`src/rtl/v1_deque_pkg.sv`:
```
// Shared types for the op-centric deque: op encoding and pointer-width helper.
package v1_deque_pkg;

    typedef enum logic [2:0] {
        OP_NONE,
        OP_PUSH_BACK,
        OP_PUSH_FRONT,
        OP_POP_FRONT,
        OP_POP_BACK
    } op_e;

    function automatic int ptr_w(input int depth);
        return (depth > 1) ? $clog2(depth) : 1;
    endfunction

endpackage

```
`src/rtl/v1_op_centric_deque_storage.sv`:
```
// Deque register file: one write port, combinational reads at head and tail-1.
module v1_DequeStorage
    import v1_deque_pkg::*;
#(
    parameter int p_depth    = 8,
    parameter int p_bitwidth = 32
) (
    input  logic                         clk,
    input  logic                         wr_en_i,
    input  logic [ptr_w(p_depth)-1:0]    wr_addr_i,
    input  logic [p_bitwidth-1:0]        wr_data_i,
    input  logic [ptr_w(p_depth)-1:0]    rd_head_addr_i,
    input  logic [ptr_w(p_depth)-1:0]    rd_tail_addr_i,
    output logic [p_bitwidth-1:0]        rd_head_data_o,
    output logic [p_bitwidth-1:0]        rd_tail_data_o
);

    logic [p_bitwidth-1:0] mem_q [p_depth];

    // Contents are deliberately not reset; occupancy is tracked by the pointers.
    always_ff @(posedge clk) begin
        if (wr_en_i) begin
            mem_q[wr_addr_i] <= wr_data_i;
        end
    end

    assign rd_head_data_o = mem_q[rd_head_addr_i];
    assign rd_tail_data_o = mem_q[rd_tail_addr_i];

endmodule

```
`src/rtl/v1_op_centric_deque.sv`:
```
// Double-ended op-centric queue with push/pop at both ends on one storage array.
// Optional sticky protocol-error detection is compiled in with V1_DEQUE_ERR_EN.
module v1_op_centric_deque
    import v1_deque_pkg::*;
#(
    parameter int p_depth    = 8,
    parameter int p_bitwidth = 32
) (
    input  logic                  clk,
    input  logic                  rst,
    input  logic                  push_back_en,
    output logic                  push_back_rdy,
    input  logic [p_bitwidth-1:0] push_back_data,
    input  logic                  push_front_en,
    output logic                  push_front_rdy,
    input  logic [p_bitwidth-1:0] push_front_data,
    input  logic                  pop_front_en,
    output logic                  pop_front_rdy,
    output logic [p_bitwidth-1:0] pop_front_data,
    input  logic                  pop_back_en,
    output logic                  pop_back_rdy,
    output logic [p_bitwidth-1:0] pop_back_data,
    output logic                  err
);

    localparam int            PW       = ptr_w(p_depth);
    localparam logic [PW:0]   FULL_CNT = (PW+1)'(p_depth);

    logic [PW-1:0]         head_q, head_d, tail_q, tail_d;
    logic [PW-1:0]         head_m1, tail_m1;
    logic [PW:0]           count_q, count_d;
    logic                  push_rdy_q, pop_rdy_q;
    logic [p_bitwidth-1:0] pop_front_data_q, pop_back_data_q;
    logic                  wr_en;
    logic [PW-1:0]         wr_addr;
    logic [p_bitwidth-1:0] wr_data, rd_head, rd_tail;
    op_e                   push_op, pop_op;

    assign head_m1 = head_q - PW'(1);
    assign tail_m1 = tail_q - PW'(1);

    // Both pushes share one rdy (not full), both pops share one (not empty);
    // back wins among pushes, front wins among pops.
    always_comb begin
        push_op = OP_NONE;
        if (push_rdy_q && push_back_en) begin
            push_op = OP_PUSH_BACK;
        end else if (push_rdy_q && push_front_en) begin
            push_op = OP_PUSH_FRONT;
        end
        pop_op = OP_NONE;
        if (pop_rdy_q && pop_front_en) begin
            pop_op = OP_POP_FRONT;
        end else if (pop_rdy_q && pop_back_en) begin
            pop_op = OP_POP_BACK;
        end
    end

    always_comb begin
        head_d  = head_q;
        tail_d  = tail_q;
        count_d = count_q;
        wr_en   = 1'b0;
        wr_addr = tail_q;
        wr_data = push_back_data;
        case (push_op)
            OP_PUSH_BACK: begin
                wr_en   = 1'b1;
                wr_data = push_back_data;
                // Same-end push+pop replaces the popped slot in place.
                if (pop_op == OP_POP_BACK) begin
                    wr_addr = tail_m1;
                end else begin
                    wr_addr = tail_q;
                    tail_d  = tail_q + PW'(1);
                end
            end
            OP_PUSH_FRONT: begin
                wr_en   = 1'b1;
                wr_data = push_front_data;
                if (pop_op == OP_POP_FRONT) begin
                    wr_addr = head_q;
                end else begin
                    wr_addr = head_m1;
                    head_d  = head_m1;
                end
            end
            default: ;
        endcase
        case (pop_op)
            OP_POP_FRONT: if (push_op != OP_PUSH_FRONT) head_d = head_q + PW'(1);
            OP_POP_BACK:  if (push_op != OP_PUSH_BACK)  tail_d = tail_m1;
            default: ;
        endcase
        if (push_op != OP_NONE && pop_op == OP_NONE) begin
            count_d = count_q + 1'b1;
        end else if (push_op == OP_NONE && pop_op != OP_NONE) begin
            count_d = count_q - 1'b1;
        end
    end

    always_ff @(posedge clk) begin
        if (rst) begin
            head_q           <= '0;
            tail_q           <= '0;
            count_q          <= '0;
            push_rdy_q       <= 1'b1;
            pop_rdy_q        <= 1'b0;
            pop_front_data_q <= '0;
            pop_back_data_q  <= '0;
        end else begin
            head_q     <= head_d;
            tail_q     <= tail_d;
            count_q    <= count_d;
            push_rdy_q <= (count_d != FULL_CNT);
            pop_rdy_q  <= (count_d != '0);
            if (pop_op == OP_POP_FRONT) pop_front_data_q <= rd_head;
            if (pop_op == OP_POP_BACK)  pop_back_data_q  <= rd_tail;
        end
    end

    v1_DequeStorage #(
        .p_depth    (p_depth),
        .p_bitwidth (p_bitwidth)
    ) u_storage (
        .clk            (clk),
        .wr_en_i        (wr_en),
        .wr_addr_i      (wr_addr),
        .wr_data_i      (wr_data),
        .rd_head_addr_i (head_q),
        .rd_tail_addr_i (tail_m1),
        .rd_head_data_o (rd_head),
        .rd_tail_data_o (rd_tail)
    );

    assign push_back_rdy  = push_rdy_q;
    assign push_front_rdy = push_rdy_q;
    assign pop_front_rdy  = pop_rdy_q;
    assign pop_back_rdy   = pop_rdy_q;
    assign pop_front_data = pop_front_data_q;
    assign pop_back_data  = pop_back_data_q;

`ifdef V1_DEQUE_ERR_EN
    logic err_q, err_set;

    assign err_set = (push_back_en  && !push_rdy_q) || (push_front_en && !push_rdy_q) ||
                     (pop_front_en  && !pop_rdy_q)  || (pop_back_en   && !pop_rdy_q)  ||
                     (push_back_en  && push_front_en) || (pop_front_en && pop_back_en);

    always_ff @(posedge clk) begin
        if (rst) begin
            err_q <= 1'b0;
        end else if (err_set) begin
            err_q <= 1'b1;
        end
    end

    assign err = err_q;
`else
    assign err = 1'b0;
`endif

endmodule

```
`config.mk`:
```
export PLATFORM = sky130hd
export DESIGN_NAME = v1_op_centric_deque
export DESIGN_NICKNAME = d
export VERILOG_FILES = /design/src/rtl/v1_deque_pkg.sv /design/src/rtl/v1_op_centric_deque_storage.sv /design/src/rtl/v1_op_centric_deque.sv
export SDC_FILE = /design/constraint.sdc
export NUM_CORES = 1
export LEC_CHECK = 0
export BUFFER_PORTS_ARGS = -buffer_cell sky130_fd_sc_hd__buf_2
export CAP_MARGIN = 5
export CORE_ASPECT_RATIO = 1.1
export CORE_MARGIN = 3
export CORE_UTILIZATION = 45
export CTS_CLUSTER_SIZE = 10
export DETAILED_ROUTE_END_ITERATION = 10
export PLACE_DENSITY = 0.77
export SLEW_MARGIN = 20
export SYNTH_ARGS = -nofsm -noshare
export SYNTH_HDL_FRONTEND = slang
export SYNTH_SLANG_ARGS = --single-unit
```
`constraint.sdc`:
```
create_clock -name clk -period 4.8 [get_ports clk]
set_clock_uncertainty 0.05 [all_clocks]
set_input_delay 0.48 -clock clk [delete_from_list [all_inputs] [get_ports clk]]
set_output_delay 0.48 -clock clk [all_outputs]
set_load 0.03 [all_outputs]
```
Yosys cells after proc, flatten, opt, wreduce, memory -nomap -nowiden
Memories as Yosys holds them, arrays and structs flattened. A register that Yosys moved wholly into a read port is not among the register bits.
Cells that the tools add are included.

word-level totals
  word-level logic and storage cells = 51
  bits of input ports = 70
  memories kept = 1
  output and inout port bits = 69
  RAM bits = 256
  register bits after elaboration = 12

memory list
  name             depth  bits a word  read ports  clocked after memory_dff  wr ports  line                               RTL
  u_storage.mem_q  8      32           2           2                         1         v1_op_centric_deque_storage.sv:18  logic [p_bitwidth-1:0] mem_q [p_depth];

cells by class
  $add $sub $neg = 6
  mux-type cells = 20
  equality and inequality tests = 7
  reductions and logical operators = 12

operators by type and width
  operator                                          number
  2-to-1 mux 3 bit                                  11
  2-to-1 mux 32 bit                                 1
  2-to-1 mux 4 bit                                  2
  adder 3 x 1 -> 3 bit, second input constant       2
  == test 3 x 2 -> 1 bit, second input constant     2
  logical AND 1 bit                                 6
  logical NOT 3 bit                                 2
  one-hot mux 3 bit (2 select lines)                1
  nonzero test 3 bit                                2
  subtractor 3 x 1 -> 3 bit, second input constant  2
  adder 4 x 1 -> 4 bit, second input constant       1
  2-to-1 mux 2 bit                                  2
  != test 4 bit, second input constant              1
  nonzero test 4 bit                                1
  subtractor 4 x 1 -> 4 bit, second input constant  1
  == test 3 x 1 -> 1 bit, second input constant     1
  == test 3 bit, second input constant              1
  2-to-1 mux 1 bit                                  3
  != test 3 x 1 -> 1 bit, second input constant     1
  != test 3 x 2 -> 1 bit, second input constant     1
  OR reduction 2 bit                                1

Longest topological paths before layout
  depth in word-level cells = 8
  mapped depth = 9

Hierarchy
From an unflattened synthesis, not the netlist that was laid out.

second synthesis, totals
  cell total of the unflattened synthesis = 986
  area, all modules = 15319.7 um^2

by module, submodules not included
  module               times used  area each (um^2)  cells an instance
  v1_DequeStorage      1           11898.9           497
  v1_op_centric_deque  1           3420.8            489

Least setup slack after synthesis
No wires, ideal clock.

  path type = reg-to-reg
  start = register with a tool-made name
  end = memory u_storage.mem_q[6][0] (enable)
  data arrival time = 4.093 ns
  path slack = 0.196 ns
  path buffers = 2
  period minus slack after synthesis = 4.604 ns
  required time = 4.289 ns
  stages on the path, launching flop included = 9
  cell sequence = dfxtp_1 -> buf_2 -> buf_4 -> inv_1 -> ha_1 -> xor2_1 -> nor3b_1 -> a221oi_1 -> nor3_1

RTL lines
  item           line
  end, declared  v1_op_centric_deque_storage.sv:18

==> flow_summary.ini <==
[critical_path]
cp_num_buf_inv = 2
cp_max_fo = 21
required_ps = 4950
slowest_delay_ps = 640
arrival_ps = 3510
cp_top_family = simple AND/OR/NAND/NOR gates
startpoint_type = flip-flop
crit_type = flip-flop to flip-flop
path_cells = inv_1 -> ha_1 -> o21ai_0 -> a221oi_2 -> nand2_1 -> nor2_4 -> buf_4
cp_slowest_cell = nor2_4
critPathCaptureType = flip-flop

[grt]
gr-total-overflow = 0
grt_use_met3_pct = 3.85
use_met2_pct = 35.5
grt_max_degree = 76
grt_use_met1_pct = 26.3
grt_use_total_pct = 20.5
top_usage_layer = met2
antenna_found_initial = 1
grt_pass1_vias = 9233
grt_pass1_wl_mm = 54.7

[logic_synthesis]
yosys.area.top_type = edfxtp_1
yosys_register_bits = 332
syn-num-nets = 1029
syn_inst = 953
async_reset_ff_share_pct = 0
yosysUniqueCellTypes = 44
synth_area_leaders = edfxtp_1 (52%), mux4_2 (19%), dfxtp_1 (10%)
yosys.area_share.xor_xnor_pct = 0.652
synth_compound_area_share_pct = 4.81
synth_edf_count = 256
synth_top_family_by_area = multiplexers
synth.most_common_cell = edfxtp_1
netlist_area_um2 = 14800
synthAdderAreaFrac_pct = 0.575
yosys.area.top_type_share_pct = 52.0
synthMuxAreaShare_pct = 21.7
synthSimpleGateAreaFrac_pct = 7.46
yosysSeqAreaShare_pct = 62.3
postSynthAreaPerCell_um2 = 15.5
yosys-top-cells-count = edfxtp_1 (256), nand2_1 (169), mux4_2 (128), nor2_1 (77), dfxtp_1 (76)
ys.flop_type = edfxtp_1
ys_warn_count = 0

[flow_run]
drv_cap = 0

[power_and_ir_drop]
p_leak_nw = 6.00
power.density_nw_per_um2 = 601
peakVddDrop_uv = 445

[timing]
setup_viol = 0
rsz0062_at_grt = no
fmax_mhz = 298
relSlewSlack_pct = 33.6
timing.final.crit_share_pct = 70.0
finalHoldViolations = 0
drv_slew = 0
period_needed_ps = 3360
worstMarginPinSlew_ps = 996
tns_ps = 0

[die]
die_x_um = 179
ios = 139
die_y_um = 196
start_util_pct = 46.3
core_area_um2 = 31900
num_rows = 68
dieArea_um2 = 35100

[status]
run_status = completed

[placed_design]
dp.cells = 1460
numPortBuffers = 137
dp_hpwl_mm = 20.9
placed_area_um2 = 15900
gp_congestion = 0.761

[detailed_routing]
drtIter0Drc = 836
num_vias = 8961
wl_per_cell_um = 23.0
vias_per_cell = 5.86
post-route-drc-count = 0
drtAntennaViolNets = 0
drt-total-wl_mm = 35.3
drtPass1Iterations = 5

[clock_network]
post_cts.repair.setup_buffers = 0
cts-root-buf = clkbuf_16
h-tree-depth = 2
cts_tree = done
post_cts_resize_count = 0
clock_latency_ps = 510
cts_hold_buf = 0
clk_pin_slew_worst_paths_ps = 50
clock_sinks = 332
cts_buffers = 39
cts_buffer_depth = 3

[layout]
seq_area_um2 = 9220
syn_to_final_growth_pct = 15.7
postLayoutCellArea_um2 = 17100
fillerInstances = 2535
layout.cells.non_filler = 1530
multiInputGateArea_um2 = 5290
diodes = 0
final_nets = 1157
layout-drive-gt1-share_pct = 31.7

[worst_hold_path]
hp-class = input port to flip-flop
state kept, by name, summed over array words and instances (netlist names), named ones only:
name / count
push_back_rdy: 1
pop_back_data: 32
head_q: 2
tail_q: 2
pop_back_rdy: 1
pop_front_data: 32
u_storage.mem_q: 256
count_q: 4
worst reg2reg max path, cell delays in order, from the launching register on:
cell	delay [ps]
dfxtp_4	550
inv_1	140
ha_1	340
o21ai_0	110
a221oi_2	590
nand2_1	270
nor2_4	640
buf_4	350
final cells by class:
| type | instances | share of cell area, % |
|---|---|---|
| Clock inverter | 1 | 0.176 |
| Tap cell | 420 | 3.07 |
| Sequential cell | 332 | 53.9 |
| Inverter | 6 | 0.132 |
| Clock buffer | 69 | 6.67 |
| Multi-Input combinational cell | 542 | 30.9 |
| Timing Repair Buffer | 160 | 5.09 |
path summary, 6_finish.rpt:
path                                        start                endpoint  slack [ps]  depth (start not counted)
worst max register to register          flip-flop  u_storage.mem_q[0][12]        1440                          7
worst min register to register  pop_back_data[21]       pop_back_data[21]         440                          2
worst min-delay path                          rst           push_back_rdy         140                          2
worst max-delay path                    flip-flop  u_storage.mem_q[0][12]        1440                          7
through the flow:
step	util, %	setup slack (ps)	hold WS, ps	power [W]
after detailed placement	49.9	1380	440	0.00765
after floorplan	-	196	446	0.00661
final	53.6	1440	135	0.0103
after global routing	53.6	1120	146	0.0108
after CTS	53.6	1380	118	0.0104
after global placement	49.9	1430	433	0.00756
routing by layer:
layer	routed length, µm	vias to the layer above
met5	13	-
met4	1000	2
met3	2010	68
met2	18300	284
met1	13900	4605
li1	-	4002
cell families (layout without fill, tap and decap cells):
family | count (synthesis) | after routing
multiplexers | 160 | 160
flip-flops | 332 | 332
adder cells (fa/ha/maj) | 7 | 7
other | 1 | 1
XOR/XNOR | 11 | 11
buffers and inverters | 79 | 236
AO/OA/AOI/OAI | 90 | 90
AND/OR/NAND/NOR | 273 | 273
cell usage in the layout (no fill, tap or decap), drive strengths merged, types with 8 or more instances in the layout:
master and instances:
buf 160, mux4 128, nor2 77, dfxtp 76, a211oi 34, a311oi 34
edfxtp 256, mux2i 32, o21ai 8, clkbuf 69, nand2 169
power breakdown:
group	switching (W)	internal (W)
clock network	0.00106	0.00165
logic	0.00202	0.00150
registers	0.000320	0.00373
Power figures use the tool's default switching activity.
